## config.mk

```make
export PLATFORM = sky130hd
export DESIGN_NAME = addsub_sequencer
export DESIGN_NICKNAME = d
export VERILOG_FILES = /design/src/rtl/alu_pkg.sv /design/src/rtl/alu_flags.sv /design/src/rtl/addsub_sequencer.sv
export SDC_FILE = /design/constraint.sdc
export NUM_CORES = 1
export LEC_CHECK = 0
export ABC_AREA = 1
export ABC_CLOCK_PERIOD_IN_PS = 2370
export BUFFER_PORTS_ARGS = -buffer_cell sky130_fd_sc_hd__buf_4
export CORE_MARGIN = 2
export CORE_UTILIZATION = 54
export CTS_BUF_LIST = sky130_fd_sc_hd__clkbuf_2 sky130_fd_sc_hd__clkbuf_4 sky130_fd_sc_hd__clkbuf_8
export DETAILED_ROUTE_END_ITERATION = 16
export PLACE_DENSITY = 0.87
export RECOVER_POWER = 25
export SLEW_MARGIN = 20
export SYNTH_ARGS = -nofsm -noshare
export SYNTH_HDL_FRONTEND = slang
export SYNTH_SLANG_ARGS = --single-unit
```

## constraint.sdc

```tcl
create_clock -name clk -period 2.37 [get_ports clk]
set_input_delay 0.3555 -clock clk [delete_from_list [all_inputs] [get_ports clk]]
set_output_delay 0.3555 -clock clk [all_outputs]
set_load 0.01 [all_outputs]
```

## src/rtl/alu_pkg.sv

```systemverilog
// alu_pkg: shared definitions for the add/subtract command front end and
// any later arithmetic stage that reuses the flag logic.
//   ALU_W          : datapath width (8, matching the external adder)
//   OP_ADD..OP_ACC : 2-bit command op encodings
//   state_t        : sequencer FSM states
package alu_pkg;

  localparam int ALU_W = 8;

  localparam logic [1:0] OP_ADD = 2'b00;
  localparam logic [1:0] OP_SUB = 2'b01;
  localparam logic [1:0] OP_CMP = 2'b10;
  localparam logic [1:0] OP_ACC = 2'b11;

  typedef enum logic [1:0] {
    ST_IDLE = 2'd0,
    ST_EXEC = 2'd1,
    ST_DONE = 2'd2
  } state_t;

endpackage

```

## src/rtl/alu_flags.sv

```systemverilog
// alu_flags: purely combinational status flag generator for an add/subtract
// stage.
// Ports:
//   x, y   in  WIDTH : adder operands as presented to the adder
//   s      in  WIDTH : adder sum
//   cout   in  1     : adder carry-out (meaningful only when adding)
//   mode   in  1     : 1 = subtract (s = x - y), 0 = add
//   z      out 1     : result is zero
//   c      out 1     : carry (add) or unsigned borrow (subtract)
//   n      out 1     : result sign bit
//   v      out 1     : signed overflow
module alu_flags
  import alu_pkg::*;
#(
  parameter int WIDTH = ALU_W
) (
  input  logic [WIDTH-1:0] x,
  input  logic [WIDTH-1:0] y,
  input  logic [WIDTH-1:0] s,
  input  logic             cout,
  input  logic             mode,
  output logic             z,
  output logic             c,
  output logic             n,
  output logic             v
);

  logic w_xs;
  logic w_ys;
  logic w_ss;

  assign w_xs = x[WIDTH-1];
  assign w_ys = y[WIDTH-1];
  assign w_ss = s[WIDTH-1];

  always_comb begin
    z = (s == '0);
    n = w_ss;
    if (mode) begin
      // The adder forces cout low when subtracting, so the borrow is
      // reconstructed from the operand and result sign bits.
      c = (~w_xs & w_ys) | (~(w_xs ^ w_ys) & w_ss);
      v = (w_xs != w_ys) & (w_ss != w_xs);
    end else begin
      c = cout;
      v = (w_xs == w_ys) & (w_ss != w_xs);
    end
  end

endmodule

```

## src/rtl/addsub_sequencer.sv

```systemverilog
// addsub_sequencer: command-driven front end for an external 8-bit
// add/subtract datapath. Accepts one command per valid/ready handshake,
// registers the adder operands, captures the sum one cycle later, derives
// status flags and holds the result until the consumer takes it. Keeps a
// running accumulator updated by ADD, SUB and ACC (not CMP).
// Ports:
//   clk, rst               : clock, asynchronous active-high reset
//   cmd_valid/cmd_ready    : command handshake (ready only in IDLE)
//   cmd_op, cmd_a, cmd_b   : op (ADD/SUB/CMP/ACC) and operands
//   add_x, add_y, add_mode : registered drive to the external adder
//   add_sum, add_cout      : combinational adder result
//   res_valid/res_ready    : result handshake
//   res_data, flag_z/c/n/v : captured sum and status flags
//   acc_out                : current accumulator value
module addsub_sequencer
  import alu_pkg::*;
#(
  parameter int WIDTH = ALU_W
) (
  input  logic             clk,
  input  logic             rst,
  input  logic             cmd_valid,
  output logic             cmd_ready,
  input  logic [1:0]       cmd_op,
  input  logic [WIDTH-1:0] cmd_a,
  input  logic [WIDTH-1:0] cmd_b,
  output logic [WIDTH-1:0] add_x,
  output logic [WIDTH-1:0] add_y,
  output logic             add_mode,
  input  logic [WIDTH-1:0] add_sum,
  input  logic             add_cout,
  output logic             res_valid,
  input  logic             res_ready,
  output logic [WIDTH-1:0] res_data,
  output logic             flag_z,
  output logic             flag_c,
  output logic             flag_n,
  output logic             flag_v,
  output logic [WIDTH-1:0] acc_out
);

  state_t           r_state;
  logic [WIDTH-1:0] r_x;
  logic [WIDTH-1:0] r_y;
  logic             r_mode;
  logic [1:0]       r_op;
  logic [WIDTH-1:0] r_res;
  logic [WIDTH-1:0] r_acc;
  logic             r_z;
  logic             r_c;
  logic             r_n;
  logic             r_v;

  logic w_z;
  logic w_c;
  logic w_n;
  logic w_v;

  // Flags are taken from the registered operands, i.e. exactly what the
  // adder saw, so ACC flags are relative to the old accumulator value.
  alu_flags #(
    .WIDTH(WIDTH)
  ) u_flags (
    .x    (r_x),
    .y    (r_y),
    .s    (add_sum),
    .cout (add_cout),
    .mode (r_mode),
    .z    (w_z),
    .c    (w_c),
    .n    (w_n),
    .v    (w_v)
  );

  always_ff @(posedge clk or posedge rst) begin
    if (rst) begin
      r_state <= ST_IDLE;
      r_x     <= '0;
      r_y     <= '0;
      r_mode  <= 1'b0;
      r_op    <= OP_ADD;
      r_res   <= '0;
      r_acc   <= '0;
      r_z     <= 1'b0;
      r_c     <= 1'b0;
      r_n     <= 1'b0;
      r_v     <= 1'b0;
    end else begin
      case (r_state)
        ST_IDLE: begin
          if (cmd_valid) begin
            r_op <= cmd_op;
            case (cmd_op)
              OP_ADD: begin
                r_x    <= cmd_a;
                r_y    <= cmd_b;
                r_mode <= 1'b0;
              end
              OP_ACC: begin
                r_x    <= r_acc;
                r_y    <= cmd_a;
                r_mode <= 1'b0;
              end
              default: begin  // SUB and CMP
                r_x    <= cmd_a;
                r_y    <= cmd_b;
                r_mode <= 1'b1;
              end
            endcase
            r_state <= ST_EXEC;
          end
        end
        ST_EXEC: begin
          r_res <= add_sum;
          r_z   <= w_z;
          r_c   <= w_c;
          r_n   <= w_n;
          r_v   <= w_v;
          if (r_op != OP_CMP) begin
            r_acc <= add_sum;
          end
          r_state <= ST_DONE;
        end
        ST_DONE: begin
          if (res_ready) begin
            r_state <= ST_IDLE;
          end
        end
        default: r_state <= ST_IDLE;
      endcase
    end
  end

  assign cmd_ready = (r_state == ST_IDLE);
  assign res_valid = (r_state == ST_DONE);
  assign add_x     = r_x;
  assign add_y     = r_y;
  assign add_mode  = r_mode;
  assign res_data  = r_res;
  assign flag_z    = r_z;
  assign flag_c    = r_c;
  assign flag_n    = r_n;
  assign flag_v    = r_v;
  assign acc_out   = r_acc;

endmodule
```

# Word-level counts from Yosys, hierarchy flattened
# Cells that the tools add are included.
[word_totals]
register_bits = 41
in_bits = 31
output_inout_bits = 39
wordCells = 43
[classes]
eq_ne = 9
muxes = 8
bitwise = 8
reduce_logical = 7
[ops]
columns = ["operator", "n"]
rows = [
  ["8-bit 2-to-1 mux", 2],
  ["8-bit zero test", 1],
  ["2-bit case mux with 3 select lines", 1],
  ["2-bit AND reduction", 3],
  ["1-bit bitwise AND", 4],
  ["2-bit equality test, second input constant", 2],
  ["2-bit zero test", 2],
  ["2-bit 2-to-1 mux", 2],
  ["2-bit != test, second input constant", 2],
  ["1-bit 2-to-1 mux", 3],
  ["2-bit by 1-bit equality test with 1-bit output, second input constant", 1],
  ["1-bit != test", 2],
  ["2-bit by 1-bit != test with 1-bit output, second input constant", 1],
  ["1-bit inverter", 2],
  ["2-bit OR reduction", 1],
  ["1-bit equality test", 1],
  ["1-bit OR", 1],
  ["1-bit XOR", 1],
]

# Logic depth before layout (Yosys ltp)
[depth]
word_depth = 5
depth_mapped = 7
mapped_depth_nobuf = 7

# By module
# A second synthesis with hierarchy kept.
[unflattened]
hier_cells = 257
hier_area_um2 = 1935.6
[by_module_without_submodules]
columns = ["module", "n_inst", "cells_per_inst", "area_per_inst_um2", "seq_area_each_um2"]
rows = [
  ["addsub_sequencer", 1, 233, 1830.5, 1026.0],
  ["alu_flags", 1, 24, 105.1, 0.0],
]

# Worst setup path before layout
# Ideal clock, no wire load.
[synth_path]
path_type = "input -> register"
start = "input cmd_op[0]"
end = "register r_x[0] (netlist: add_x[0])"
setup_ps = 117
arrival_time_ps = 1032
t_required_ps = 2253
slack_ps = 1221
cell_stages = 5
n_path_buf = 1
path_cell_list = "ha_1 > clkbuf_1 > o21ai_0 > nand2_1 > nand2_1"
[synth_between]
elab_chain_cells = 2
[synth_rtl]
columns = ["item", "line", "text"]
rows = [
  ["start, declared", "addsub_sequencer.sv:24", "input logic [1:0] cmd_op,"],
  ["2-bit equality test", "addsub_sequencer.sv:93", "case (cmd_op)"],
  ["8-bit 2-to-1 mux", "addsub_sequencer.sv:93", ""],
  ["end signal, assigned", "addsub_sequencer.sv:95", "r_x <= cmd_a;"],
  ["end signal, assigned", "addsub_sequencer.sv:100", "r_x <= r_acc;"],
  ["end signal, assigned", "addsub_sequencer.sv:105", "r_x <= cmd_a;"],
  ["end, declared", "addsub_sequencer.sv:43", "logic [WIDTH-1:0] r_x;"],
]
# No other way between the ends.
# A chain may end at the register's enable or synchronous reset.

# Worst setup path in the final report
[layout_path]
start = "register r_state[1]"
end = "output res_valid"
[layout_between]
elab_chain_cells = 1
[layout_rtl]
columns = ["item", "line", "text"]
rows = [
  ["start, declared", "addsub_sequencer.sv:42", "state_t r_state;"],
  ["start signal, assigned", "addsub_sequencer.sv:77", "r_state <= ST_IDLE;"],
  ["start signal, assigned", "addsub_sequencer.sv:110", "r_state <= ST_EXEC;"],
  ["start signal, assigned", "addsub_sequencer.sv:122", "r_state <= ST_DONE;"],
  ["2-bit equality test", "addsub_sequencer.sv:135", "assign res_valid = (r_state == ST_DONE);"],
  ["end, declared", "addsub_sequencer.sv:32", "output logic res_valid,"],
]
# No other way between the ends.

==> flow_summary.toml <==
[sta]
min_period_over_period_pct = 61.80
skew_ps = 7.952
setup_viol = 0
worst_slack_ps = 905.3
hold_viol = 0
rsz0062_at_grt = "false"
max_freq_mhz = 682.7
worst_pin_slew_ps = 936.4
slew_viol_final = 0
tns_ps = 0
slew_headroom_pct = 37.57
period_minus_slack_ps = 1465

[clock_tree]
cts_root_buf = "clkbuf_4"
cts_buffers = 5
clk_pin_slew_ps = 100
clockBufferDepth = 2
postCtsSetupRepairBufs = 0
cts_tree = "built"
cts_resized = 0
cts_max_level = 2
cts.sinks = 40
insertion_delay_ps = 350
hold_buffers = 0

[layout]
syn2layout_area_growth_pct = 31.74
mostFrequentLayoutCells = "nand2_1 (95), buf_4 (68), dfrtp_1 (40), inv_1 (20), o21ai_1 (19)"
mostFrequentLayoutCell = "nand2_1"
drive_above_1_share_pct = 27.89
nNetsFinal = 327
diodes = 0

[yosys]
syn-num-nets = 260
yosys.area.top_type = "dfrtp_1"
synth_seq_cells = 40
synth_top_cell_area_share_pct = 55.44
synth_cells = 227
synthTopCellsByArea = "dfrtp_1 (55%), nand2_1 (20%), o21ai_1 (5.3%), inv_1 (4.2%), nor2_1 (3.7%)"
yosysWarnings = 0
synth_area_mm2 = 0.001805
synth_cell_types = 16
syn_area_per_cell_um2 = 7.954
yosysSeqAreaShare_pct = 55.44

[placement]
dpl_worst_slack_ps = 689.7
dp_hpwl_um = 2998
place.gp.congestion = 0.8559
place.port_buffers = 69

[power_and_ir_drop]
p_leak_nw = 1.346
clockPowerShare_pct = 11.4
vdd_drop_max_v = 0.0007245
power_density_mw_per_mm2 = 1214
total_power_w = 0.002887
swShare_pct = 39.36
internal_power_w = 0.001751
pwr-share-seq_pct = 42.8
switchingPower_w = 0.001136
comb_power_share_pct = 45.8

[detailed_routing]
dr.pass1.iters = 4
drc = 0
dr.first_iter.drc_count = 96
drt_wl_total_um = 3989
ant_nets = 0
vias = 1639
via_per_inst = 4.849
wl_per_cell_um = 11.80

[floorplan]
die-area_mm2 = 0.003822
start_util_pct = 57.72
num_io_pins = 70
core_area_mm2 = 0.003128
rows = 20
die_height_um = 61.82
fp.dieW_um = 61.82

[status]
status = "finished, final reports clean"

[setup_path]
critPathLaunch = "r_state[1]$_DFFE_PP0P_"
required_ps = 2010
reg2reg_from = "r_state[1]$_DFFE_PP0P_"
crit_fanout = 3
arrival_ps = 1110
critPathKind = "flip-flop to primary output"
crit_path_end_kind = "primary output"
startpoint_type = "flip-flop"

[global_routing]
gr-total-overflow = 0
grt_max_degree = 41
grt_pass1_wl_um = 6548
grt_usage_pct = 23.77
grt_pass1_vias = 1541
antenna_found_initial = 0

[job]
drv_cap = 0

[hold_path]
hp-class = "input port to flip-flop"
hp-start = "cmd_op[1]"
power by group through the flow:
stage               clock network (W)  logic (W)  registers (W)
detailed placement                  0    0.00135        0.00124
finish                       0.000330    0.00132        0.00123
global route                 0.000373    0.00150        0.00126
global placement                    0    0.00130        0.00124
CTS                          0.000333    0.00134        0.00123
floorplan                           0   0.000605        0.00134
critical path, cell delays in order, from the launching register on:
cell	delay [ps]
dfrtp_1	450
inv_2	70
nor2_1	110
buf_4	130
cell usage after synthesis:
master and instances:
nand2_1 95, inv_2 2, nor2_1 18, buf_2 5, buf_4 3, dfrtp_1 40, ha_1 2, inv_1 20
a21oi_1 9, o21ai_1 19, o21ai_0 8, nor2_4 1, nand3_1 1, clkbuf_1 2, nand2_4 1, nand3_2 1
cell type report:
cell class | instances | area (um^2)
clock inverters | 1 | 5.005
multi-input cells | 155 | 666.9
fillers | 265 | 749.5
well taps | 44 | 55.05
flip-flops and latches | 40 | 1001
clock buffers | 6 | 45.04
repair buffers | 70 | 523.0
inverters | 22 | 82.58
metrics by stage:
step                utilization (%)  instances  instance area [um^2]  hold WS, ps
CTS                           76.12        338                  2381        121.7
floorplan                         -        227                  1805        449.2
global route                  76.04        338                  2379        220.3
global placement              74.52        331                  2331        466.5
detailed placement            74.52        331                  2331        467.0
finish                        76.04        338                  2379        207.5
routing by layer:
layer | GRT usage [%] | wire length (um)
met5 | 0 | 0
met4 | 8.207 | 72
met3 | 6.211 | 289
met2 | 40.15 | 1899
met1 | 29.72 | 1728
kinds of logic (layout without fill, tap and decap cells):
family,after synthesis,after routing,share of synthesized area (%)
flip-flops,40,40,55.44
buffers and inverters,32,99,7.623
adder cells (fa/ha/maj),2,2,1.386
AO/OA/AOI/OAI,36,36,9.979
AND/OR/NAND/NOR,117,117,25.57
registers in the layout, summed over array words and instances, names as in the netlist:
register  count
add_mode      1
r_state       2
add_y         8
add_x         8
acc_out       8
flag_c        1
r_op          2
res_data      8
flag_v        1
flag_z        1
worst paths after layout:
kind                                                 to  slack [ps]  cells after the start
max in group asynchronous        acc_out[0]$_DFFE_PP0P_        1510                      3
worst max register to register       flag_z$_DFFE_PP0N_         970                      5
worst min-delay path                r_op[1]$_DFFE_PP0P_         210                      3
worst max-delay path                          res_valid         910                      3
worst min register to register     add_y[4]$_DFFE_PP0P_         490                      2
min in group asynchronous       res_data[4]$_DFFE_PP0N_         280                      3
No activity file was read; power rests on OpenSTA's default activity.
